**src/rtl/avmm_job_pkg.sv**
```systemverilog
// Shared definitions for the host-side Avalon-MM job sequencer:
// register map of the accelerator slave, control/status bit positions and FSM states.
package avmm_job_pkg;

    localparam logic [7:0] REG_CTRL     = 8'h00;
    localparam logic [7:0] REG_MODE     = 8'h01;
    localparam logic [7:0] REG_XRATIO   = 8'h02;
    localparam logic [7:0] REG_YRATIO   = 8'h03;
    localparam logic [7:0] REG_IMG_DATA = 8'h04;
    localparam logic [7:0] REG_IMG_ADDR = 8'h05;
    localparam logic [7:0] REG_STATUS   = 8'h06;
    localparam logic [7:0] REG_PERF     = 8'h07;

    localparam int CTRL_START_BIT  = 0;
    localparam int CTRL_STEP_BIT   = 1;
    localparam int STATUS_DONE_BIT = 0;

    typedef enum logic [3:0] {
        ST_IDLE    = 4'd0,
        ST_W_MODE  = 4'd1,
        ST_W_XR    = 4'd2,
        ST_W_YR    = 4'd3,
        ST_P_ADDR  = 4'd4,
        ST_P_DATA  = 4'd5,
        ST_W_START = 4'd6,
        ST_W_CLR   = 4'd7,
        ST_POLL_RD = 4'd8,
        ST_POLL_WT = 4'd9,
        ST_PERF_RD = 4'd10,
        ST_PERF_WT = 4'd11,
        ST_FIN     = 4'd12
    } state_t;

endpackage

```
**src/rtl/avmm_read_waiter.sv**
```systemverilog
// Tracks a single outstanding Avalon read: counts RD_LAT cycles after the strobe
// and then pulses rd_valid for one cycle with the captured read data.
module avmm_read_waiter #(
    parameter int RD_LAT = 1
) (
    input  logic        clk,
    input  logic        rst_n,
    input  logic        rd_issue,
    input  logic [31:0] rd_data,
    output logic        rd_valid,
    output logic [31:0] rd_captured
);

    localparam int CW = (RD_LAT < 2) ? 1 : $clog2(RD_LAT + 1);

    logic [CW-1:0] cnt_r;
    logic          rd_valid_r;
    logic [31:0]   data_r;

    // Latency countdown; readdata is sampled on the last counted cycle.
    always_ff @(posedge clk or negedge rst_n) begin
        if (!rst_n) begin
            cnt_r      <= {CW{1'b0}};
            rd_valid_r <= 1'b0;
            data_r     <= 32'd0;
        end else begin
            rd_valid_r <= (cnt_r == CW'(1));
            if (cnt_r == CW'(1)) begin
                data_r <= rd_data;
            end
            if (rd_issue) begin
                cnt_r <= CW'(RD_LAT);
            end else if (cnt_r != {CW{1'b0}}) begin
                cnt_r <= cnt_r - CW'(1);
            end
        end
    end

    assign rd_valid    = rd_valid_r;
    assign rd_captured = data_r;

endmodule

```
**src/rtl/avmm_job_host.sv**
```systemverilog
// Avalon-MM master that configures the accelerator, streams an image into it,
// kicks it off, polls for completion and captures the performance counter.
module avmm_job_host
    import avmm_job_pkg::*;
#(
    parameter int          RD_LAT   = 1,
    parameter int          NPIX_W   = 18,
    parameter logic [31:0] POLL_MAX = 32'd50_000_000
) (
    input  logic              clk,
    input  logic              rst_n,
    input  logic              job_start,
    input  logic              job_mode,
    input  logic [31:0]       job_xratio,
    input  logic [31:0]       job_yratio,
    input  logic [NPIX_W-1:0] job_npix,
    input  logic              pix_valid,
    input  logic [7:0]        pix_data,
    output logic              pix_ready,
    output logic              busy,
    output logic              job_done,
    output logic [31:0]       job_cycles,
    output logic              timeout_err,
    output logic              avm_read,
    output logic              avm_write,
    output logic [7:0]        avm_address,
    output logic [31:0]       avm_writedata,
    input  logic [31:0]       avm_readdata
);

    state_t            state_r, state_nxt;
    logic              mode_r;
    logic [31:0]       xr_r, yr_r;
    logic [NPIX_W-1:0] npix_r, idx_r;
    logic [31:0]       poll_cnt_r;

    logic              rd_s, wr_s;
    logic [7:0]        addr_s;
    logic [31:0]       wdata_s;
    logic              accept_s, timeout_s, perf_cap_s, last_pix_s;

    logic              avm_read_r, avm_write_r;
    logic [7:0]        addr_r;
    logic [31:0]       wdata_r;
    logic              pix_ready_r, busy_r, job_done_r, timeout_r;
    logic [31:0]       cycles_r;

    logic              rd_valid_s;
    logic [31:0]       rd_data_s;

    avmm_read_waiter #(.RD_LAT(RD_LAT)) u_waiter (
        .clk         (clk),
        .rst_n       (rst_n),
        .rd_issue    (avm_read_r),
        .rd_data     (avm_readdata),
        .rd_valid    (rd_valid_s),
        .rd_captured (rd_data_s)
    );

    assign last_pix_s = ({1'b0, idx_r} + {{NPIX_W{1'b0}}, 1'b1}) >= {1'b0, npix_r};

    // Next state and the bus action this state commits (presented on the next cycle).
    always_comb begin
        state_nxt  = state_r;
        rd_s       = 1'b0;
        wr_s       = 1'b0;
        addr_s     = 8'h00;
        wdata_s    = 32'd0;
        accept_s   = 1'b0;
        timeout_s  = 1'b0;
        perf_cap_s = 1'b0;
        case (state_r)
            ST_IDLE: begin
                // busy_r still high here means the job just ended; that start is dropped
                if (job_start && !busy_r) begin
                    accept_s  = 1'b1;
                    state_nxt = ST_W_MODE;
                end else begin
                    state_nxt = ST_IDLE;
                end
            end
            ST_W_MODE: begin
                wr_s      = 1'b1;
                addr_s    = REG_MODE;
                wdata_s   = {31'd0, mode_r};
                state_nxt = ST_W_XR;
            end
            ST_W_XR: begin
                wr_s      = 1'b1;
                addr_s    = REG_XRATIO;
                wdata_s   = xr_r;
                state_nxt = ST_W_YR;
            end
            ST_W_YR: begin
                wr_s      = 1'b1;
                addr_s    = REG_YRATIO;
                wdata_s   = yr_r;
                state_nxt = (npix_r != {NPIX_W{1'b0}}) ? ST_P_ADDR : ST_W_START;
            end
            ST_P_ADDR: begin
                if (pix_valid) begin
                    wr_s      = 1'b1;
                    addr_s    = REG_IMG_ADDR;
                    wdata_s   = {{(32-NPIX_W){1'b0}}, idx_r};
                    state_nxt = ST_P_DATA;
                end else begin
                    state_nxt = ST_P_ADDR;
                end
            end
            ST_P_DATA: begin
                wr_s      = 1'b1;
                addr_s    = REG_IMG_DATA;
                wdata_s   = {24'd0, pix_data};
                state_nxt = last_pix_s ? ST_W_START : ST_P_ADDR;
            end
            ST_W_START: begin
                wr_s      = 1'b1;
                addr_s    = REG_CTRL;
                wdata_s   = 32'd1 << CTRL_START_BIT;
                state_nxt = ST_W_CLR;
            end
            ST_W_CLR: begin
                wr_s      = 1'b1;
                addr_s    = REG_CTRL;
                wdata_s   = 32'd0;
                state_nxt = ST_POLL_RD;
            end
            ST_POLL_RD: begin
                rd_s      = 1'b1;
                addr_s    = REG_STATUS;
                state_nxt = ST_POLL_WT;
            end
            ST_POLL_WT: begin
                if (rd_valid_s) begin
                    if (rd_data_s[STATUS_DONE_BIT]) begin
                        state_nxt = ST_PERF_RD;
                    end else if (poll_cnt_r == POLL_MAX) begin
                        timeout_s = 1'b1;
                        state_nxt = ST_FIN;
                    end else begin
                        state_nxt = ST_POLL_RD;
                    end
                end else begin
                    state_nxt = ST_POLL_WT;
                end
            end
            ST_PERF_RD: begin
                rd_s      = 1'b1;
                addr_s    = REG_PERF;
                state_nxt = ST_PERF_WT;
            end
            ST_PERF_WT: begin
                if (rd_valid_s) begin
                    perf_cap_s = 1'b1;
                    state_nxt  = ST_FIN;
                end else begin
                    state_nxt = ST_PERF_WT;
                end
            end
            ST_FIN: begin
                state_nxt = ST_IDLE;
            end
            default: begin
                state_nxt = ST_IDLE;
            end
        endcase
    end

    // State register and registered bus/status outputs.
    always_ff @(posedge clk or negedge rst_n) begin
        if (!rst_n) begin
            state_r     <= ST_IDLE;
            avm_read_r  <= 1'b0;
            avm_write_r <= 1'b0;
            addr_r      <= 8'h00;
            wdata_r     <= 32'd0;
            pix_ready_r <= 1'b0;
            busy_r      <= 1'b0;
            job_done_r  <= 1'b0;
        end else begin
            state_r     <= state_nxt;
            avm_read_r  <= rd_s;
            avm_write_r <= wr_s;
            addr_r      <= addr_s;
            wdata_r     <= wdata_s;
            pix_ready_r <= (state_nxt == ST_P_DATA);
            busy_r      <= (state_r != ST_IDLE);
            job_done_r  <= (state_r == ST_FIN);
        end
    end

    // Job parameters, pixel index, poll counter and result capture.
    always_ff @(posedge clk or negedge rst_n) begin
        if (!rst_n) begin
            mode_r     <= 1'b0;
            xr_r       <= 32'd0;
            yr_r       <= 32'd0;
            npix_r     <= {NPIX_W{1'b0}};
            idx_r      <= {NPIX_W{1'b0}};
            poll_cnt_r <= 32'd0;
            timeout_r  <= 1'b0;
            cycles_r   <= 32'd0;
        end else begin
            if (accept_s) begin
                mode_r     <= job_mode;
                xr_r       <= job_xratio;
                yr_r       <= job_yratio;
                npix_r     <= job_npix;
                idx_r      <= {NPIX_W{1'b0}};
                poll_cnt_r <= 32'd0;
                timeout_r  <= 1'b0;
            end
            if (state_r == ST_P_DATA) begin
                idx_r <= idx_r + {{(NPIX_W-1){1'b0}}, 1'b1};
            end
            if (state_r == ST_POLL_RD) begin
                poll_cnt_r <= poll_cnt_r + 32'd1;
            end
            if (timeout_s) begin
                timeout_r <= 1'b1;
                cycles_r  <= 32'hFFFF_FFFF;
            end
            if (perf_cap_s) begin
                cycles_r <= rd_data_s;
            end
        end
    end

    assign avm_read      = avm_read_r;
    assign avm_write     = avm_write_r;
    assign avm_address   = addr_r;
    assign avm_writedata = wdata_r;
    assign pix_ready     = pix_ready_r;
    assign busy          = busy_r;
    assign job_done      = job_done_r;
    assign job_cycles    = cycles_r;
    assign timeout_err   = timeout_r;

endmodule

```
**config.mk**
```make
export PLATFORM = sky130hd
export DESIGN_NAME = avmm_job_host
export DESIGN_NICKNAME = d
export VERILOG_FILES = /design/src/rtl/avmm_job_pkg.sv /design/src/rtl/avmm_read_waiter.sv /design/src/rtl/avmm_job_host.sv
export SDC_FILE = /design/constraint.sdc
export NUM_CORES = 1
export LEC_CHECK = 0
export ABC_AREA = 1
export BUFFER_PORTS_ARGS = -buffer_cell sky130_fd_sc_hd__buf_2
export CAP_MARGIN = 20
export CORE_MARGIN = 1
export CORE_UTILIZATION = 30
export CTS_CLUSTER_SIZE = 30
export DETAILED_ROUTE_END_ITERATION = 7
export SYNTH_ARGS = -nofsm -noshare
export SYNTH_HDL_FRONTEND = slang
export SYNTH_SLANG_ARGS = --single-unit
```
**constraint.sdc**
```tcl
create_clock -name clk -period 3 [get_ports clk]
set_input_delay 0.75 -clock clk [delete_from_list [all_inputs] [get_ports clk]]
set_output_delay 0.75 -clock clk [all_outputs]
set_load 0.02 [all_outputs]
```
==> flow_summary.json <==
{
  "synth-xor-area-share": 0.0143,
  "critical_path_arrival_ns": 3.16,
  "layout_commonest_cell": "nand2_1",
  "drtIter0Drc": 558,
  "vias": 9217,
  "crit_slowest_cell": "dfrtp_2",
  "final_area_um2": 13500,
  "post_dp_cell_area_um2": 12500,
  "gp_congestion": 0.867,
  "worstSkewPairLatency_ns": 0.55,
  "cts_buffer_depth": 3,
  "drive_above_1_share": 0.187,
  "crit_top_cell": "nand2_1",
  "area_growth_pct": 22.5,
  "fin_ws_ns": 0.331,
  "synth_top_family_by_area": "simple AND/OR/NAND/NOR gates",
  "fillCellCount": 3742,
  "cp.required_ns": 3.49,
  "syn-cell-area_um2": 11100,
  "synthSimpleGateAreaFrac": 0.237,
  "cp-end-kind": "flip-flop",
  "fin_util": 0.377,
  "yosysSeqAreaShare": 0.552,
  "synth_fa_ha_area_frac": 0.0238,
  "worstPathCellList": "ha_1 -> nand2_1 -> nor2_1 -> inv_1 -> nor2_1 -> nand3_1 -> xor2_1 -> ha_1 -> nand2_1 -> inv_1 -> nand2_1 -> nor2_1 -> nand2_1 -> nand3_1 -> nand2_1 -> nand2_1 -> nand2_1 -> nand2_1 -> nand2_1 -> nand2_1",
  "synth_compound_area_frac": 0.0996,
  "dr.pass1.iters": 5,
  "leakagePower_nw": 6.88,
  "cts_tree": "yes",
  "path_max_fanout": 8,
  "max_clock_freq_ghz": 0.375,
  "fin_crit_sh": 0.890,
  "power_density_nw_per_um2": 963,
  "routedWlPerCell_um": 15.3,
  "hold_ws_ns": 0.171,
  "drc": 0,
  "ios": 205,
  "setup_tns_ns": 0,
  "max_stage_delay_ns": 0.43,
  "die_h_um": 194,
  "cts_root_buf": "clkbuf_16",
  "grt_max_degree": 106,
  "cts_buffers": 29,
  "regToRegSetupSlack_ns": 0.33,
  "post_cts_buffers": 0,
  "final_cell_count_no_fill": 1986,
  "gr-total-overflow": 0,
  "port_buffers": 199,
  "grt.total_usage": 0.163,
  "cp-start-kind": "flip-flop",
  "synthFlopType": "dfrtp_1",
  "crit_type": "reg2reg",
  "max_slew_margin": 0.291,
  "skew_ns": 0.0195,
  "synth_edf_count": 0,
  "dp_slack_ns": 0.312,
  "htree_levels": 1,
  "dp.cells": 1930,
  "muxShareOfSynthArea": 0.000905,
  "synth_cells": 1305,
  "synth_area_per_cell_um2": 8.47,
  "slew_violations": 0,
  "dieArea_um2": 37600,
  "r2r-start": "idx_r[0]$_DFFE_PN0P_",
  "total_power_mw": 13.0,
  "max-cap-violations": 0,
  "async_reset_ff_frac": 1.00,
  "ys_ff_latch": 244,
  "grt_pass1_wl_um": 49600,
  "final_cell_mix": "444 x nand2_1, 242 x dfrtp_1, 198 x buf_2",
  "viasPerCell": 4.64,
  "r2r_end": "state_r[1]$_DFF_PN0_",
  "clk_pin_slew_ns": 0.06,
  "max-vdd-ir-drop_mv": 0.527,
  "yosysWarnings": 0,
  "hpwl_um": 21700,
  "antenna_found_initial": 4,
  "hold_viol_final": 0,
  "worstHoldPathType": "in2async",
  "synth_cell_types": 43,
  "final_net_count": 1648,
  "fp-row-count": 69,
  "totalWireLength_um": 30500,
  "status": "completed",
  "rsz0062_at_grt": "no",
  "tightest_slew_ns": 1.06,
  "coreArea_um2": 35900,
  "cts.sinks": 244,
  "setup_violations": 0,
  "cts_resized": 0,
  "grt_pass1_vias": 9211,
  "antenna_left": 0,
  "start_util": 0.308,
  "ctsHoldBuffers": 0,
  "min_period_ns": 2.67,
  "worst_r2r_path_depth": 20,
  "die-width_um": 194
}
## cell usage after synthesis (3+ instances only)
cell type    n  area share
a21oi_1     42       0.019
a21oi_2      6      0.0048
a22o_1      14       0.011
buf_2       14      0.0063
buf_4       12      0.0081
buf_6        3      0.0031
clkbuf_1    22      0.0075
dfrtp_1    244        0.55
ha_1        21       0.024
inv_1      132       0.045
inv_2        4      0.0014
nand2_1    444        0.15
nand3_1     40       0.018
nand4_1     17      0.0096
nor2_1     102       0.035
nor2_2       4      0.0023
nor3_1      18      0.0081
nor4_1       5      0.0028
o2111ai_1    8      0.0063
o211ai_1     9      0.0061
o21ai_0     94       0.043
o22ai_1      8      0.0045
xor2_1      17       0.013
## logic make-up (layout without fill, tap and decap cells)
group | Yosys count | in the layout
simple gates | 643 | 643
flops | 244 | 244
compound gates | 189 | 189
buf+inv | 188 | 400
fa+ha+maj | 21 | 21
xor+xnor | 18 | 18
other cells | 1 | 9
mux | 1 | 1
## registers in the layout, summed over array words and instances (netlist names), 3 cells and up
signal	cells
job_cycles	32
xr_r	32
yr_r	32
state_r	4
npix_r	18
idx_r	18
u_waiter.rd_captured	32
avm_writedata	32
avm_address	3
poll_cnt_r	32
## where the power goes
group | internal, mW | switching [mW] | leakage, nW
combinational | 1.34 | 2.58 | 3.25
sequential | 4.66 | 0.870 | 3.15
clock | 2.21 | 1.40 | 0.476
## routing by layer
layer  share of wire  vias up  track usage
li1                -     4546            -
met1            0.46     4360        0.225
met2            0.44      264        0.249
met3           0.069       45       0.0404
met4           0.031        2       0.0561
met5         0.00043        -            0
## critical path, delay by kind of cell, from the launching register on
| kind | cells | cell delay, ns |
|---|---|---|
| xor+xnor | 1 | 0.18 |
| fa+ha+maj | 2 | 0.52 |
| flops | 1 | 0.43 |
| simple gates | 15 | 1.34 |
| buf+inv | 2 | 0.14 |
## worst max-delay path by stage
| stage | startpoint | end | cells past startpoint |
|---|---|---|---|
| after floorplan | idx_r[0]$_DFFE_PN0P_ | state_r[1]$_DFF_PN0_ | 20 |
| after global placement | idx_r[0]$_DFFE_PN0P_ | state_r[1]$_DFF_PN0_ | 15 |
| after detailed placement | idx_r[0]$_DFFE_PN0P_ | state_r[1]$_DFF_PN0_ | 20 |
| after CTS | idx_r[0]$_DFFE_PN0P_ | state_r[1]$_DFF_PN0_ | 20 |
| after global routing | idx_r[0]$_DFFE_PN0P_ | state_r[1]$_DFF_PN0_ | 20 |
| final | idx_r[0]$_DFFE_PN0P_ | state_r[1]$_DFF_PN0_ | 20 |
## final cells by class
cell class              count  area (um2)  area share
diodes                      4        10.0    0.000739
clock buffers              42         845      0.0624
clock inverters            10         143      0.0105
inverters                 136         510      0.0377
multi-input cells         877        4180       0.309
flip-flops and latches    244        6110       0.451
well taps                 461         577      0.0426
repair buffers            212        1170      0.0861
No activity file was read; power rests on OpenSTA's default activity.
